$ cat src/rtl/l1_l2_arbiter.sv
// l1_l2_arbiter: shares the single L2 request port between the L1 I-cache
// and L1 D-cache controllers. One transaction is outstanding at a time.
// A granted request is latched and presented to L2 on the next cycle.
// L2's ready pulse is routed combinationally back to the owning side only.
// Each completion is followed by one RELEASE cycle, so the finished requester
// can drop its level request before the next arbitration.
// Optional build macro ARB_FIXED_PRIO_EN: when defined, the D-side always
// wins ties. When undefined (default), ties alternate round-robin.
module l1_l2_arbiter #(
    parameter int TNUM = 21,
    parameter int INUM = 26 - TNUM
) (
    input  logic            clk,
    input  logic            nrst,
    input  logic            read_I_ARB,
    input  logic [TNUM-1:0] tag_I_ARB,
    input  logic [INUM-1:0] index_I_ARB,
    output logic            ready_ARB_I,
    input  logic            read_D_ARB,
    input  logic            write_D_ARB,
    input  logic [TNUM-1:0] tag_D_ARB,
    input  logic [INUM-1:0] index_D_ARB,
    output logic            ready_ARB_D,
    output logic            read_ARB_L2,
    output logic            write_ARB_L2,
    output logic [TNUM-1:0] tag_ARB_L2,
    output logic [INUM-1:0] index_ARB_L2,
    input  logic            ready_L2_ARB,
    output logic            owner,
    output logic            busy
);

    typedef enum logic [1:0] {
        IDLE    = 2'd0,
        BUSY_I  = 2'd1,
        BUSY_D  = 2'd2,
        RELEASE = 2'd3
    } state_t;

    state_t state_r;
    logic   last_grant_r;   // 0 = I-side was granted last, 1 = D-side
    logic   req_i_s;
    logic   req_d_s;
    logic   grant_s;
    logic   pick_d_s;

    // Decode pending requests and choose the winner for an IDLE-cycle grant
    always_comb begin
        req_i_s = read_I_ARB;
        req_d_s = read_D_ARB | write_D_ARB;
        grant_s = req_i_s | req_d_s;
        if (req_i_s && req_d_s) begin
`ifdef ARB_FIXED_PRIO_EN
            pick_d_s = 1'b1;
`else
            pick_d_s = ~last_grant_r;
`endif
        end else begin
            pick_d_s = req_d_s;
        end
    end

    // Route L2 completion to the current owner only, and only while a transaction is outstanding
    always_comb begin
        ready_ARB_I = 1'b0;
        ready_ARB_D = 1'b0;
        if (state_r == BUSY_I) begin
            ready_ARB_I = ready_L2_ARB;
        end else if (state_r == BUSY_D) begin
            ready_ARB_D = ready_L2_ARB;
        end else begin
            ready_ARB_I = 1'b0;
            ready_ARB_D = 1'b0;
        end
    end

    // Arbitration FSM with registered L2 command, address, owner and busy outputs
    always_ff @(posedge clk or negedge nrst) begin
        if (!nrst) begin
            state_r      <= IDLE;
            last_grant_r <= 1'b1;
            read_ARB_L2  <= 1'b0;
            write_ARB_L2 <= 1'b0;
            tag_ARB_L2   <= {TNUM{1'b0}};
            index_ARB_L2 <= {INUM{1'b0}};
            owner        <= 1'b0;
            busy         <= 1'b0;
        end else begin
            case (state_r)
                IDLE: begin
                    if (grant_s) begin
                        state_r      <= pick_d_s ? BUSY_D : BUSY_I;
                        last_grant_r <= pick_d_s;
                        owner        <= pick_d_s;
                        busy         <= 1'b1;
                        if (pick_d_s) begin
                            // A pending write-back goes first; a held read re-arbitrates later
                            tag_ARB_L2   <= tag_D_ARB;
                            index_ARB_L2 <= index_D_ARB;
                            write_ARB_L2 <= write_D_ARB;
                            read_ARB_L2  <= ~write_D_ARB;
                        end else begin
                            tag_ARB_L2   <= tag_I_ARB;
                            index_ARB_L2 <= index_I_ARB;
                            write_ARB_L2 <= 1'b0;
                            read_ARB_L2  <= 1'b1;
                        end
                    end
                end
                BUSY_I, BUSY_D: begin
                    // L2 cannot abort, so only its ready ends the transaction
                    if (ready_L2_ARB) begin
                        state_r      <= RELEASE;
                        read_ARB_L2  <= 1'b0;
                        write_ARB_L2 <= 1'b0;
                        busy         <= 1'b0;
                    end
                end
                RELEASE: begin
                    state_r <= IDLE;
                end
                default: begin
                    state_r      <= IDLE;
                    read_ARB_L2  <= 1'b0;
                    write_ARB_L2 <= 1'b0;
                    busy         <= 1'b0;
                end
            endcase
        end
    end

endmodule

$ cat config.mk
export PLATFORM = sky130hd
export DESIGN_NAME = l1_l2_arbiter
export DESIGN_NICKNAME = d
export VERILOG_FILES = /design/src/rtl/l1_l2_arbiter.sv
export SDC_FILE = /design/constraint.sdc
export NUM_CORES = 1
export LEC_CHECK = 0
export ABC_AREA = 1
export CAP_MARGIN = 15
export CORE_MARGIN = 3
export CORE_UTILIZATION = 30
export DETAILED_ROUTE_END_ITERATION = 7
export GPL_TIMING_DRIVEN = 0
export PLACE_DENSITY = 0.74
export SLEW_MARGIN = 10
export SYNTH_ARGS = -nofsm -noshare
export SYNTH_HDL_FRONTEND = slang
export SYNTH_SLANG_ARGS = --single-unit
$ cat constraint.sdc
create_clock -name clk -period 1.47 [get_ports clk]
set_input_delay 0.147 -clock clk [delete_from_list [all_inputs] [get_ports clk]]
set_output_delay 0.147 -clock clk [all_outputs]
set_load 0.01 [all_outputs]
==> results of run 1 <==
[worst reg2reg max path: cells and delay by family (launching register included)]
| kind | cells | cell delay, ps |
|---|---|---|
| buf+inv | 4 | 420 |
| fa+ha+maj | 1 | 140 |
| simple gates | 2 | 120 |
| compound gates | 1 | 180 |
| flops | 1 | 400 |
[final cells by class]
class / instances / share of cell area
Timing Repair Buffer: 97 / 0.314
Multi-Input combinational cell: 199 / 0.293
Sequential cell: 33 / 0.276
Buffer: 12 / 0.0376
Clock buffer: 7 / 0.0322
Tap cell: 72 / 0.0301
Inverter: 11 / 0.0154
Clock inverter: 1 / 0.00167
[sequential cells by signal, indices dropped and copies added, names as in the netlist]
register and count:
write_ARB_L2 1, last_grant_r 1, state_r 2, tag_ARB_L2 21
index_ARB_L2 5, owner 1, read_ARB_L2 1, busy 1
[power groups by stage]
stage | registers [µW] | logic [µW] | clock network (µW)
5_1_grt | 1650 | 3580 | 818
6_report | 1590 | 3210 | 738
3_3_place_gp | 1580 | 2870 | 0
3_5_place_dp | 1600 | 2940 | 0
2_1_floorplan | 1760 | 1410 | 0
4_1_cts | 1590 | 2960 | 770
[kinds of logic after synthesis]
logic type / share of synthesized area
DFF: 0.456
AOI/OAI and AO/OA: 0.0138
adders and majority gates: 0.0276
buffers and inverters: 0.0765
and+or+nand+nor: 0.427
[synth_stat cells]
| master | count | area share |
|---|---|---|
| nor2_1 | 1 | 0.0021 |
| ha_1 | 4 | 0.028 |
| buf_6 | 3 | 0.019 |
| nand3_1 | 32 | 0.088 |
| buf_4 | 3 | 0.012 |
| nor2_2 | 1 | 0.0034 |
| nand2_2 | 1 | 0.0034 |
| nand2_1 | 156 | 0.32 |
| buf_8 | 1 | 0.0083 |
| inv_4 | 1 | 0.0034 |
| inv_1 | 10 | 0.021 |
| clkbuf_1 | 1 | 0.0021 |
| dfstp_2 | 1 | 0.014 |
| dfrtp_1 | 32 | 0.44 |
| or2_2 | 2 | 0.0069 |
| a21oi_4 | 1 | 0.0090 |
| buf_2 | 4 | 0.011 |
| o21ai_2 | 1 | 0.0048 |
[through the flow]
step | power (µW) | instances | util | hold WS (ps) | cell area, µm²
final | 5530 | 432 | 0.528 | 466 | 3000
after global routing | 6050 | 432 | 0.528 | 501 | 3000
after floorplan | 3170 | 255 | - | -149 | 1820
after detailed placement | 4540 | 416 | 0.492 | 261 | 2790
after CTS | 5330 | 425 | 0.512 | 476 | 2910
after global placement | 4450 | 416 | 0.493 | 454 | 2800
[path summary, 6_finish.rpt]
path	from	to
setup / recovery	state_r[0]$_DFFE_PN0P_	tag_ARB_L2[11]$_DFFE_PN0P_
hold / removal	nrst	index_ARB_L2[0]$_DFFE_PN0P_
setup reg to reg	state_r[0]$_DFFE_PN0P_	tag_ARB_L2[11]$_DFFE_PN0P_
hold reg to reg	tag_ARB_L2[13]$_DFFE_PN0P_	tag_ARB_L2[13]$_DFFE_PN0P_
max in group asynchronous	nrst	tag_ARB_L2[15]$_DFFE_PN0P_
min in group clk	tag_ARB_L2[13]$_DFFE_PN0P_	tag_ARB_L2[13]$_DFFE_PN0P_
[metal layers]
metal / GRT usage / part of all wire / vias up
met4: 0.0453 / 0.0099 / 0
met5: 0 / 0 / -
met3: 0.0523 / 0.066 / 6
met2: 0.272 / 0.50 / 59
met1: 0.176 / 0.42 / 851
li1: - / - / 990
[repair_timing]
| item | 4_1_cts | 5_1_grt |
|---|---|---|
| setup endpoints to repair | 25 | 28 |
| hold buffers | 1 | 0 |
| gates resized for setup | 7 | 19 |
| pin swaps | 0 | 3 |
| endpoints found under the hold margin | 32 | 0 |
| buffers inserted | 0 | 7 |
==> metrics, run 1 <==
status=completed; register area share after synthesis=0.456; Max Clock Skew=12.6 ps; Reg2Reg Setup Slack=90 ps; die area=7020 µm²; clock-pin slew on the worst setup and hold paths=70 ps; Num CTS Buffers=5; slew margin rel.=0.495; Port Buffer Count=89; ant diodes=0; syn_nets=317; cell mode on critical path=nand2_1; Final Setup Violations=0; warnings from Yosys=0; Residual DRC=0; Routed Antenna Nets=0; Final Max Tran Viols=0; Final WS setup=92.6 ps; Power Density=1850 nW/µm²; combinational share of power=0.579; pin count of the biggest net entering global routing=34; Area growth, synth to finish=65.1%; CP startpoint kind=register; register area=827 µm²; min cycle time layout=1380 ps; initial antenna violation count=0; Arr. time, crit path=1540 ps; vias in the first global route=1946; Setup TNS Final=0 ps; Vias=1906; required time of the critical path=1640 ps; gr usage total=0.154; clk sinks=33; routed wire length per instance=12.2 µm; Critical Path Sink Type=register; commonest cells after routing, fill and taps aside=nand2_1, clkdlybuf4s50_1, nand3_1, dfrtp_1, buf_4; Mapped Area=1820 µm²; Pleak=0.00155 µW; Hold Crit Class=input pin to async pin; unrepaired setup endpoints after global routing=true; DP HPWL=3890 µm; Flop pwr share=0.287; Mapped Cells=255; DRT Wirelength=5260 µm; max_cap viols=0; sw power=2130 µW; worst skew pair latency=280 ps; cells on worst reg2reg path=8; Placer Congestion=0.793; Yosys reg bits=33; switching share of power=0.385; Synth Area per Inst=7.12 µm²; leading cell type in the layout, fill and taps excluded=nand2_1; DP Worst Slack=-128 ps; endpoints failing hold=0; fin nets=421; router iterations before antenna repair=4; clock share of power=0.133; global-route wire length before repair=8840 µm; CTS tree=yes; crit path cell chain=inv_2, ha_4, inv_1, a21oi_4, clkinv_4, buf_6, nand2_1, nand2_1; # fillers=566; worst vdd ir=0.000807 V; maximum clock path buffer count=2; CP top delay family=buffers and inverters; Worst path depth=8; multi-input logic area=877 µm²; slowest CP cell=dfrtp_1; Worst path max stage delay=400 ps; I/O Pins=90; WP buf/inv=4; # H-tree levels=2; Synth cell types=18; Setup CP Type=register to register; Root Driver=clkbuf_8; initial core utilization=0.320; Least-Margin Pin Slew=758 ps; die height=83.8 µm; Fmax achieved=726 MHz; number of vias per cell=4.41; share of layout cells above drive strength 1=0.125; row count=27; Initial DRC Count=86; crit share post-route=0.937; gr ovfl total=0; CORE AREA=5680 µm²; die width=83.8 µm; Internal Pwr Total=3410 µW; CP max FO=10
No activity file was read; power rests on OpenSTA's default activity.
==> inputs of run 2 (changes only) <==
==> constraint.sdc (replaced) <==
create_clock -name clk -period 1.47 [get_ports clk]
set_input_delay 0.147 -clock clk [delete_from_list [all_inputs] [get_ports clk]]
set_output_delay 0.147 -clock clk [all_outputs]
set_load 0.005 [all_outputs]
==> run 2 against run 1 <==
Clock skew is 1.6 ps lower; register-to-register slack worse by 60 ps; die area unchanged; sequential cell count unchanged; critical path depth grew 1; first-iteration DRC count decreased by 21%; global-route usage up 0.31 points; final area up 4.8%; worst setup slack worse by 64 ps; largest cell class unchanged; largest power group unchanged.
==> metrics, run 2 (synthesized netlist as in run 1, its figures left out) <==
slew margin rel.=0.501 (+0.00604); DP Worst Slack=-128 ps (unchanged); CTS tree=yes; Residual DRC=0 (unchanged); final core occ=0.553 (+0.0254); CORE AREA=5680 µm² (unchanged); Regs by FF count=tag_ARB_L2: 21 flops, index_ARB_L2: 5 flops, state_r: 2 flops; CP startpoint kind=register; clock share of power=0.127 (-0.006); max reg flops=21 (unchanged); Vias=1966 (+3.1%); commonest cells after routing, fill and taps aside=nand2_1, clkdlybuf4s50_1, dfrtp_1; combinational share of power=0.596 (+0.017); number of vias per cell=4.49 (+1.7%); Most flops, register=tag_ARB_L2; FF-to-FF Start=state_r[1]$_DFFE_PN0P_; Hold Crit Class=input pin to async pin; DRT Wirelength=5490 µm (+4.4%); pin count of the biggest net entering global routing=34 (unchanged); gr ovfl total=0 (unchanged); RR Endpoint=tag_ARB_L2[13]$_DFFE_PN0P_; row count=27 (unchanged); Hold WS=460 ps (-5.51 ps); Final Setup Violations=0 (unchanged); router iterations before antenna repair=4 (unchanged); Root Driver=clkbuf_8; Port Buffer Count=89 (unchanged); Pleak=0.00161 µW (+4.1%); Internal Pwr Total=3700 µW (+8.6%); ant diodes=0 (unchanged); max_cap viols=0 (unchanged); unrepaired setup endpoints after global routing=true; Flop pwr share=0.277 (-0.010); gr usage total=0.157 (+0.00309); worst skew pair latency=290 ps (about the same); # H-tree levels=2 (unchanged); Critical Path Sink Type=register; fin nets=427 (+1.4%); Setup CP Type=register to register; clock-pin slew on the worst setup and hold paths=70 ps (about the same); I/O Pins=90 (unchanged); DP HPWL=3890 µm (unchanged); worst vdd ir=0.000780 V (-3.4%); Fmax achieved=694 MHz (-4.4%); Final Max Tran Viols=0 (unchanged); routed wire length per instance=12.5 µm (+2.9%); endpoints failing hold=0 (unchanged); switching share of power=0.368 (-0.0166); Arr. time, crit path=1610 ps (+70 ps); crit share post-route=0.980 (+0.0435); Reg2Reg Setup Slack=30 ps (-60 ps); status=completed; clk sinks=33 (unchanged); Final WS setup=28.7 ps (-63.9 ps); Initial DRC Count=68 (-21%); maximum clock path buffer count=2 (unchanged); min cycle time layout=1440 ps (+63.9 ps); Routed Antenna Nets=0 (unchanged); initial antenna violation count=0 (unchanged); die height=83.8 µm (unchanged); initial core utilization=0.320 (unchanged); cells on worst reg2reg path=9 (+1); Least-Margin Pin Slew=749 ps (-9.06 ps); Placer Congestion=0.793 (unchanged); die width=83.8 µm (unchanged); leading cell type in the layout, fill and taps excluded=nand2_1; Area growth, synth to finish=73.0%; global-route wire length before repair=9000 µm (+1.9%); share of layout cells above drive strength 1=0.180 (+0.0553); Power Density=1860 nW/µm² (+0.94%); die area=7020 µm² (unchanged); Num CTS Buffers=5 (unchanged); CP max FO=10 (unchanged); required time of the critical path=1640 ps (about the same); sw power=2150 µW (+1.2%); vias in the first global route=1977 (+1.6%); Max Clock Skew=11.0 ps (-1.60 ps)
[run 2: cell types whose count changed in the layout (fill, tap and decap cells not counted), sizes merged]
cell / change
buf: +3
clkbuf: +2
dlygate4sd2: +1
[run 2: worst max-delay path by stage]
| stage | start | end | cells past startpoint |
|---|---|---|---|
| finish | state_r[1]$_DFFE_PN0P_ | tag_ARB_L2[13]$_DFFE_PN0P_ | 9 |
| global route | state_r[1]$_DFFE_PN0P_ | tag_ARB_L2[13]$_DFFE_PN0P_ | 9 |
| CTS | state_r[0]$_DFFE_PN0P_ | ready_ARB_D | 5 |
| detailed placement | write_D_ARB | tag_ARB_L2[11]$_DFFE_PN0P_ | 7 |
| global placement | nrst | tag_ARB_L2[13]$_DFFE_PN0P_ | 1 |
| floorplan | state_r[0]$_DFFE_PN0P_ | state_r[1]$_DFFE_PN0P_ | 8 |
[run 2: what timing repair did]
action                                  CTS  global route
hold buffers                              1             0
gates resized for setup                  15            29
hold endpoints to repair                 32             0
endpoints found under the setup margin   25            29
cloned                                    0             2
pin swaps                                 1             8
buffers inserted                          6             5
[run 2: metal layers]
layer  wire length, µm  global-route usage  vias to the layer above
li1                  -                   -                     1001
met1              2300               0.181                      896
met2              2750               0.276                       61
met3               374              0.0523                        8
met4                65              0.0453                        0
met5                 0                   0                        -
[run 2: area by class of cell]
class / instances / area [µm²]
sequential: 33 / 827
buffer: 12 / 116
clock buffer: 7 / 96.3
inverter: 11 / 48.8
clock inverter: 1 / 5.00
timing repair buffer: 103 / 1030
multi-input combinational: 199 / 927
fill: 551 / 2530
tap: 72 / 90.1
[run 2: power groups by stage]
stage / clock network, µW / logic [µW] / registers (µW)
2_1_floorplan: 0 / 1410 / 1610
3_3_place_gp: 0 / 2720 / 1580
3_5_place_dp: 0 / 2780 / 1600
4_1_cts: 770 / 3030 / 1590
5_1_grt: 818 / 3870 / 1680
6_report: 743 / 3490 / 1620
[run 2: worst max-delay path: stages, from the launching register on]
cell and delay, ps:
dfrtp_1 400, inv_2 70, buf_6 100, ha_4 140
inv_4 40, a21oi_4 170, clkinv_4 120, buf_6 160
nand2_1 50, nand2_1 60
[run 2: metrics by stage]
step	power, µW	area, µm²	setup TNS, ps	std cells
2_1_floorplan	3020	1820	0	255
3_3_place_gp	4300	2800	-15960	416
3_5_place_dp	4380	2790	-2410	416
4_1_cts	5400	2980	0	431
5_1_grt	6370	3140	-538	438
6_report	5850	3140	0	438
